File: config.mk
export PLATFORM = sky130hd
export DESIGN_NAME = flop_clkgen_2ph
export DESIGN_NICKNAME = d
export VERILOG_FILES = /design/src/rtl/flop_clkgen_2ph.sv
export SDC_FILE = /design/constraint.sdc
export NUM_CORES = 1
export LEC_CHECK = 0
export CORE_UTILIZATION = 30
export DETAILED_ROUTE_END_ITERATION = 8
export PLACE_DENSITY = 0.58
export SLEW_MARGIN = 15
export SYNTH_ARGS = -nofsm -noshare
export SYNTH_HDL_FRONTEND = slang
export SYNTH_SLANG_ARGS = --single-unit
File: constraint.sdc
create_clock -name clk -period 3 [get_ports clk]
set_input_delay 0.6 -clock clk [delete_from_list [all_inputs] [get_ports clk]]
set_output_delay 0.6 -clock clk [all_outputs]
set_load 0.05 [all_outputs]
File: src/rtl/flop_clkgen_2ph.sv
// Two-phase non-overlapping clock generator for two-phase flop chains.
// A down-counter times each phase and gap; the outputs decode registered state only.
module flop_clkgen_2ph #(
    parameter int HI_CYC  = 4,
    parameter int GAP_CYC = 1,
    parameter int CNT_W   = 4
) (
    input  logic clk,
    input  logic reset,
    input  logic en,
    output logic ph1,
    output logic ph1b,
    output logic ph2,
    output logic ph2b,
    output logic cyc_start,
    output logic running
);

    typedef enum logic [2:0] {
        S_IDLE,
        S_P1,
        S_G1,
        S_P2,
        S_G2
    } state_t;

    localparam logic [CNT_W-1:0] HI_LD  = CNT_W'(HI_CYC - 1);
    localparam logic [CNT_W-1:0] GAP_LD = CNT_W'(GAP_CYC - 1);

    if (HI_CYC < 1 || HI_CYC >= (1 << CNT_W) ||
        GAP_CYC < 1 || GAP_CYC >= (1 << CNT_W)) begin : g_param_err
        $error("flop_clkgen_2ph: HI_CYC/GAP_CYC out of range for CNT_W");
    end

    state_t           r_state;
    state_t           w_state_nxt;
    logic [CNT_W-1:0] r_cnt;
    logic [CNT_W-1:0] w_cnt_nxt;
    logic             w_done;

    always_ff @(posedge clk or posedge reset) begin
        if (reset) begin
            r_state <= S_IDLE;
            r_cnt   <= '0;
        end else begin
            r_state <= w_state_nxt;
            r_cnt   <= w_cnt_nxt;
        end
    end

    assign w_done = (r_cnt == '0);

    // Each state is entered with its length minus one and leaves at zero.
    always_comb begin
        w_state_nxt = r_state;
        w_cnt_nxt   = r_cnt;
        unique case (r_state)
            S_IDLE: begin
                if (en) begin
                    w_state_nxt = S_P1;
                    w_cnt_nxt   = HI_LD;
                end
            end
            S_P1: begin
                if (w_done) begin
                    w_state_nxt = S_G1;
                    w_cnt_nxt   = GAP_LD;
                end else begin
                    w_cnt_nxt = r_cnt - 1'b1;
                end
            end
            S_G1: begin
                if (w_done) begin
                    w_state_nxt = S_P2;
                    w_cnt_nxt   = HI_LD;
                end else begin
                    w_cnt_nxt = r_cnt - 1'b1;
                end
            end
            S_P2: begin
                if (w_done) begin
                    w_state_nxt = S_G2;
                    w_cnt_nxt   = GAP_LD;
                end else begin
                    w_cnt_nxt = r_cnt - 1'b1;
                end
            end
            S_G2: begin
                if (w_done) begin
                    w_state_nxt = en ? S_P1 : S_IDLE;
                    w_cnt_nxt   = en ? HI_LD : '0;
                end else begin
                    w_cnt_nxt = r_cnt - 1'b1;
                end
            end
            default: begin
                w_state_nxt = S_IDLE;
                w_cnt_nxt   = '0;
            end
        endcase
    end

    always_comb begin
        ph1       = (r_state == S_P1);
        ph2       = (r_state == S_P2);
        ph1b      = ~ph1;
        ph2b      = ~ph2;
        cyc_start = (r_state == S_P1) && (r_cnt == HI_LD);
        running   = (r_state != S_IDLE);
    end

endmodule
==> results of run 1 <==
-- per-layer routing --
layer  track usage  up-vias
met2         0.197       14
li1              -      234
met5             0        -
met1         0.158      212
met4        0.0364        0
met3        0.0612        2
-- area by class of cell --
class	count	share of cell area
clock buffers	4	0.0389
inverters	5	0.0278
multi-input cells	45	0.498
flip-flops and latches	7	0.259
well taps	25	0.0463
repair buffers	9	0.130
-- critical path: stages, from the launching register on --
cell,delay [ns]
dfrtp_1,0.52
nand2b_1,0.16
nor2_2,0.14
inv_2,0.05
nor4b_2,0.23
clkdlybuf4s50_1,0.83
-- cell usage in the layout (no fill, tap or decap), types with 3 or more instances in the layout --
cell	netlist	final
nand3_1	3	3
nor2_1	4	4
clkdlybuf4s50_1	0	8
ha_1	3	3
clkbuf_4	0	3
dfrtp_1	7	7
inv_1	4	4
o21ai_0	4	4
-- sequential cells by signal, indices dropped and copies added, names as in the netlist --
signal   flops
r_cnt        4
r_state      3
-- through the flow --
stage / util / instances / area [um2] / setup WS (ns)
2_1_floorplan: - / 61 / 551 / 0.0786
3_3_place_gp: 0.380 / 91 / 649 / 0.512
3_5_place_dp: 0.380 / 91 / 649 / 0.475
4_1_cts: 0.396 / 95 / 676 / 0.197
5_1_grt: 0.396 / 95 / 676 / 0.0919
6_report: 0.396 / 95 / 676 / 0.218
-- cells by family after synthesis --
family / synth area share
multiplexers: 0.0184
flip-flops: 0.322
AND/OR/NAND/NOR: 0.317
XOR/XNOR: 0.0483
adder cells (fa/ha/maj): 0.0690
buffers and inverters: 0.0713
AO/OA/AOI/OAI: 0.154
-- worst max path at each step --
stage,start,endpoint,slack [ns],cells past startpoint
3_3_place_gp,r_state[0],cyc_start,0.51,5
4_1_cts,r_state[0],cyc_start,0.20,5
2_1_floorplan,r_state[2],cyc_start,0.08,4
6_report,r_state[0],cyc_start,0.22,5
3_5_place_dp,r_state[0],cyc_start,0.48,5
5_1_grt,r_state[0],cyc_start,0.09,5
==> results.txt, run 1 <==
Crit path DAT: 2.18 ns
Worst Reg2Reg Path Length in Cells: 6
Max-cap viol count: 0
GRT Residual Overflow: 0
Met3 routed wirelength: 67 um
Ys Warns: 0
Antenna cells: 0
Dpl hpwl: 834 um
Count leader, synth: dfrtp_1
Reg area: 175 um2
CTS resizes: 0
Yosys top cell by area: dfrtp_1
Max clock buf depth: 2
Clk_skew: 0.000888 ns
Via density: 4.86
Synth area leaders: dfrtp_1, ha_1, nand3_2, o21ai_0, nor3b_4
Hold Path Class: input pin to asynchronous set/reset pin
Setup Buffers After CTS: 0
Fmax: 359 MHz
Sequential share of the synthesized area: 0.322
Worst Path Required: 2.40 ns
Slew Viols, Final: 0
Die H: 44.6 um
Critical path fanouts, max: 10
FF-to-FF End: r_state[0]
Outcome: complete, no violations
RSZ-0062 raised after global routing: false
Top Ports: 9
Worst-path clk slew: 0.05 ns
Netlist cell types: 34
Chip width: 44.6 um
Hold WS: 0.574 ns
Synth Cell Area: 544 um2
Async S/R FF share, synth: 1.00
Row cnt: 15
Multi-input logic area: 337 um2
Critical path class: flop to primary output
Final hold violations: 0
Max-slew headroom: 0.668
First-pass GRT wire length: 1.77 mm
CTS Sinks: 7
Syn Nets: 67
Syn Inst Count: 61
Top Layer Used: met4
H-tree levels: 1
Iter 0 DRT Violations: 11
Fill count: 171
Top post-synthesis cells by count: dfrtp_1, inv_1, nor2_1, o21ai_0
Die area: 1990 um2
Initial antenna violation count: 0
Post-Route WL: 1.09 mm
Routed vias: 462
Synth top area share: 0.322
Post-synth EDFFs: 0
Routability cong.: 0.734
Initial Utilization: 0.319
# setup viols final: 0
Fin nets: 77
Fin Setup TNS: 0 ns
Primary FF master, synth: dfrtp_1
Register bit total from synthesis: 7
CP Capture Type: primary output
Share of cells above drive strength 1: 0.200
CTS tree: built
Actual slew at the worst max-slew pin: 0.496 ns
DRC violations left: 0
M1 WL: 507 um
Syn Area/Cell: 8.92 um2
Tot GR Track Use: 0.128
R2r setup slk: 1.43 ns
CP startpoint kind: flop
CTS Root Cell: clkbuf_4
Detail Route Antenna Nets: 0
Worst r2r src: r_cnt[0]
Worst-Skew Late Latency: 0.25 ns
Area Growth Syn to Fin: 24.1%
Largest net degree at the start of global routing: 14
Cts hold-fix bufs: 0
# port buffers: 8
Vias in the first global route: 393
Total clock buffers created by CTS: 3
Core ar.: 1710 um2
Final Critical Period: 2.78 ns
Final worst path period share: 0.927
WL/cell: 11.5 um
First-pass DRT Iterations: 4
Met2 wire len: 503 um
Power of run 1 is left out: the tool's default activity adds up to more than one toggle a clock period on the data nets, which glitch-free logic cannot reach.
==> inputs of run 2 (changes only) <==
--- a/config.mk
+++ b/config.mk
@@ -5,6 +5,7 @@
 export SDC_FILE = /design/constraint.sdc
 export NUM_CORES = 1
 export LEC_CHECK = 0
+export CORE_MARGIN = 3
 export CORE_UTILIZATION = 30
 export DETAILED_ROUTE_END_ITERATION = 8
 export PLACE_DENSITY = 0.58
==> results.txt, run 2 (synthesized netlist as in run 1, its figures left out) <==
Outcome: complete, no violations
Max clock buf depth: 2 (unchanged)
Final hold violations: 0 (unchanged)
WL/cell: 11.4 um (about the same)
R2r setup slk: 1.46 ns (+0.03 ns)
CTS tree: built
Actual slew at the worst max-slew pin: 0.504 ns (+0.00811 ns)
Critical path class: flop to primary output
Worst-Skew Late Latency: 0.25 ns (about the same)
Fin cells: 94 (-1.1%)
Fin Setup TNS: 0 ns (unchanged)
Tot GR Track Use: 0.105 (-0.0223)
Initial antenna violation count: 0 (unchanged)
# setup viols final: 0 (unchanged)
Via density: 4.82 (-0.90%)
Routability cong.: 0.793 (+8.1%)
First-pass DRT Iterations: 4 (unchanged)
Core ar.: 1610 um2 (-5.6%)
Routed vias: 453 (-1.9%)
RSZ-0062 raised after global routing: false
CTS Sinks: 7 (unchanged)
CP startpoint kind: flop
Worst Path Required: 2.40 ns (about the same)
First-pass GRT wire length: 1.90 mm (+7.0%)
Chip width: 48.6 um (+9.0%)
Die H: 48.6 um (+9.0%)
Final worst path period share: 0.929 (+0.00173)
Crit-path cells: nand2b_1 > nor2_2 > inv_2 > nor4b_2 > clkdlybuf4s50_1
FF-to-FF End: r_state[0]
Most common cell after layout, fill and taps aside: clkdlybuf4s50_1
H-tree levels: 1 (unchanged)
Max-cap viol count: 0 (unchanged)
Clk_skew: 0.00268 ns (+0.00179 ns)
Slew Viols, Final: 0 (unchanged)
M1 WL: 533 um (+5.1%)
Vias in the first global route: 430 (+9.4%)
Final Critical Period: 2.79 ns (+0.00519 ns)
Dpl hpwl: 840 um (+0.74%)
Max stage delay on crit path: 0.83 ns (about the same)
Post-Route WL: 1.08 mm (-1.1%)
Detail Route Antenna Nets: 0 (unchanged)
Worst-path clk slew: 0.05 ns (about the same)
Largest net degree at the start of global routing: 14 (unchanged)
Fmax: 359 MHz (-0.19%)
Area Growth Syn to Fin: 23.9%
# port buffers: 8 (unchanged)
Inst Count DP: 90 (-1.1%)
Max-slew headroom: 0.663 (-0.00542)
Max FFs per register: 4 (unchanged)
Crit path DAT: 2.19 ns (about the same)
Biggest regs: r_cnt x4, r_state x3
Total clock buffers created by CTS: 3 (unchanged)
Iter 0 DRT Violations: 3 (-8)
Critical-path top delay cell: clkdlybuf4s50_1
Cts hold-fix bufs: 0 (unchanged)
Critical path fanouts, max: 10 (unchanged)
Most frequent cells in the layout: clkdlybuf4s50_1, dfrtp_1, nor2_1, o21ai_0, inv_1
Antenna cells: 0 (unchanged)
Die area: 2360 um2 (+19%)
Fin nets: 77 (unchanged)
DRC violations left: 0 (unchanged)
CTS resizes: 0 (unchanged)
Met2 wire len: 478 um (-5.0%)
Hold Path Class: input pin to asynchronous set/reset pin
Top Ports: 9 (unchanged)
Setup Buffers After CTS: 0 (unchanged)
CTS Root Cell: clkbuf_4
Reg with most FFs: r_cnt
Share of cells above drive strength 1: 0.200 (unchanged)
CP Capture Type: primary output
Met3 routed wirelength: 55 um (-18%)
Worst r2r src: r_cnt[0]
Row cnt: 14 (-1)
Worst Reg2Reg Path Length in Cells: 6 (unchanged)
Initial Utilization: 0.338 (+0.0191)
Top Layer Used: met4
GRT Residual Overflow: 0 (unchanged)
## run 2: cell counts in the layout (fill, tap and decap cells not counted)
Identical to the previous run, type by type.
## run 2: worst max-delay path by stage
stage          startpoint        end  slack [ns]  cells after the start
2_1_floorplan  r_state[2]  cyc_start        0.08                      4
3_3_place_gp   r_state[0]  cyc_start        0.52                      5
3_5_place_dp   r_state[0]  cyc_start        0.47                      5
4_1_cts        r_state[0]  cyc_start        0.19                      5
5_1_grt        r_state[0]  cyc_start        0.12                      5
6_report       r_state[0]  cyc_start        0.21                      5
## run 2: routing by layer
metal / up-vias / global-route usage
met4: 0 / 0.0427
met3: 2 / 0.0399
met5: - / 0
met1: 210 / 0.132
li1: 231 / -
met2: 10 / 0.163
## run 2: worst max-delay path, delay by kind of cell (launching register included)
kind          cells  cell delay (ns)
flops             1             0.52
buf+inv           2             0.88
simple gates      3             0.53
## run 2: area by class of cell
class / count / area (um2)
clock buffers: 4 / 26.3
fillers: 170 / 937
inverters: 5 / 18.8
multi-input cells: 45 / 337
flip-flops and latches: 7 / 175
well taps: 24 / 30.0
repair buffers: 9 / 87.6
## run 2: metrics by stage
step / setup slack [ns] / hold WS (ns) / area (um2) / utilization
floorplan: 0.0786 / 0.403 / 551 / -
global placement: 0.524 / 0.610 / 648 / 0.402
detailed placement: 0.469 / 0.613 / 648 / 0.402
CTS: 0.193 / 0.571 / 674 / 0.418
global route: 0.118 / 0.601 / 674 / 0.418
finish: 0.212 / 0.567 / 674 / 0.418
Power of run 2 is left out for the same reason.
==> inputs of run 3 (changes only) <==
--- a/config.mk
+++ b/config.mk
@@ -9,6 +9,7 @@
 export CORE_UTILIZATION = 30
 export DETAILED_ROUTE_END_ITERATION = 8
 export PLACE_DENSITY = 0.58
+export SKIP_CTS_REPAIR_TIMING = 1
 export SLEW_MARGIN = 15
 export SYNTH_ARGS = -nofsm -noshare
 export SYNTH_HDL_FRONTEND = slang
==> results of run 3 <==
Final layout, timing and power as in run 2 (identical DEF).
Power of run 3 is left out for the same reason.
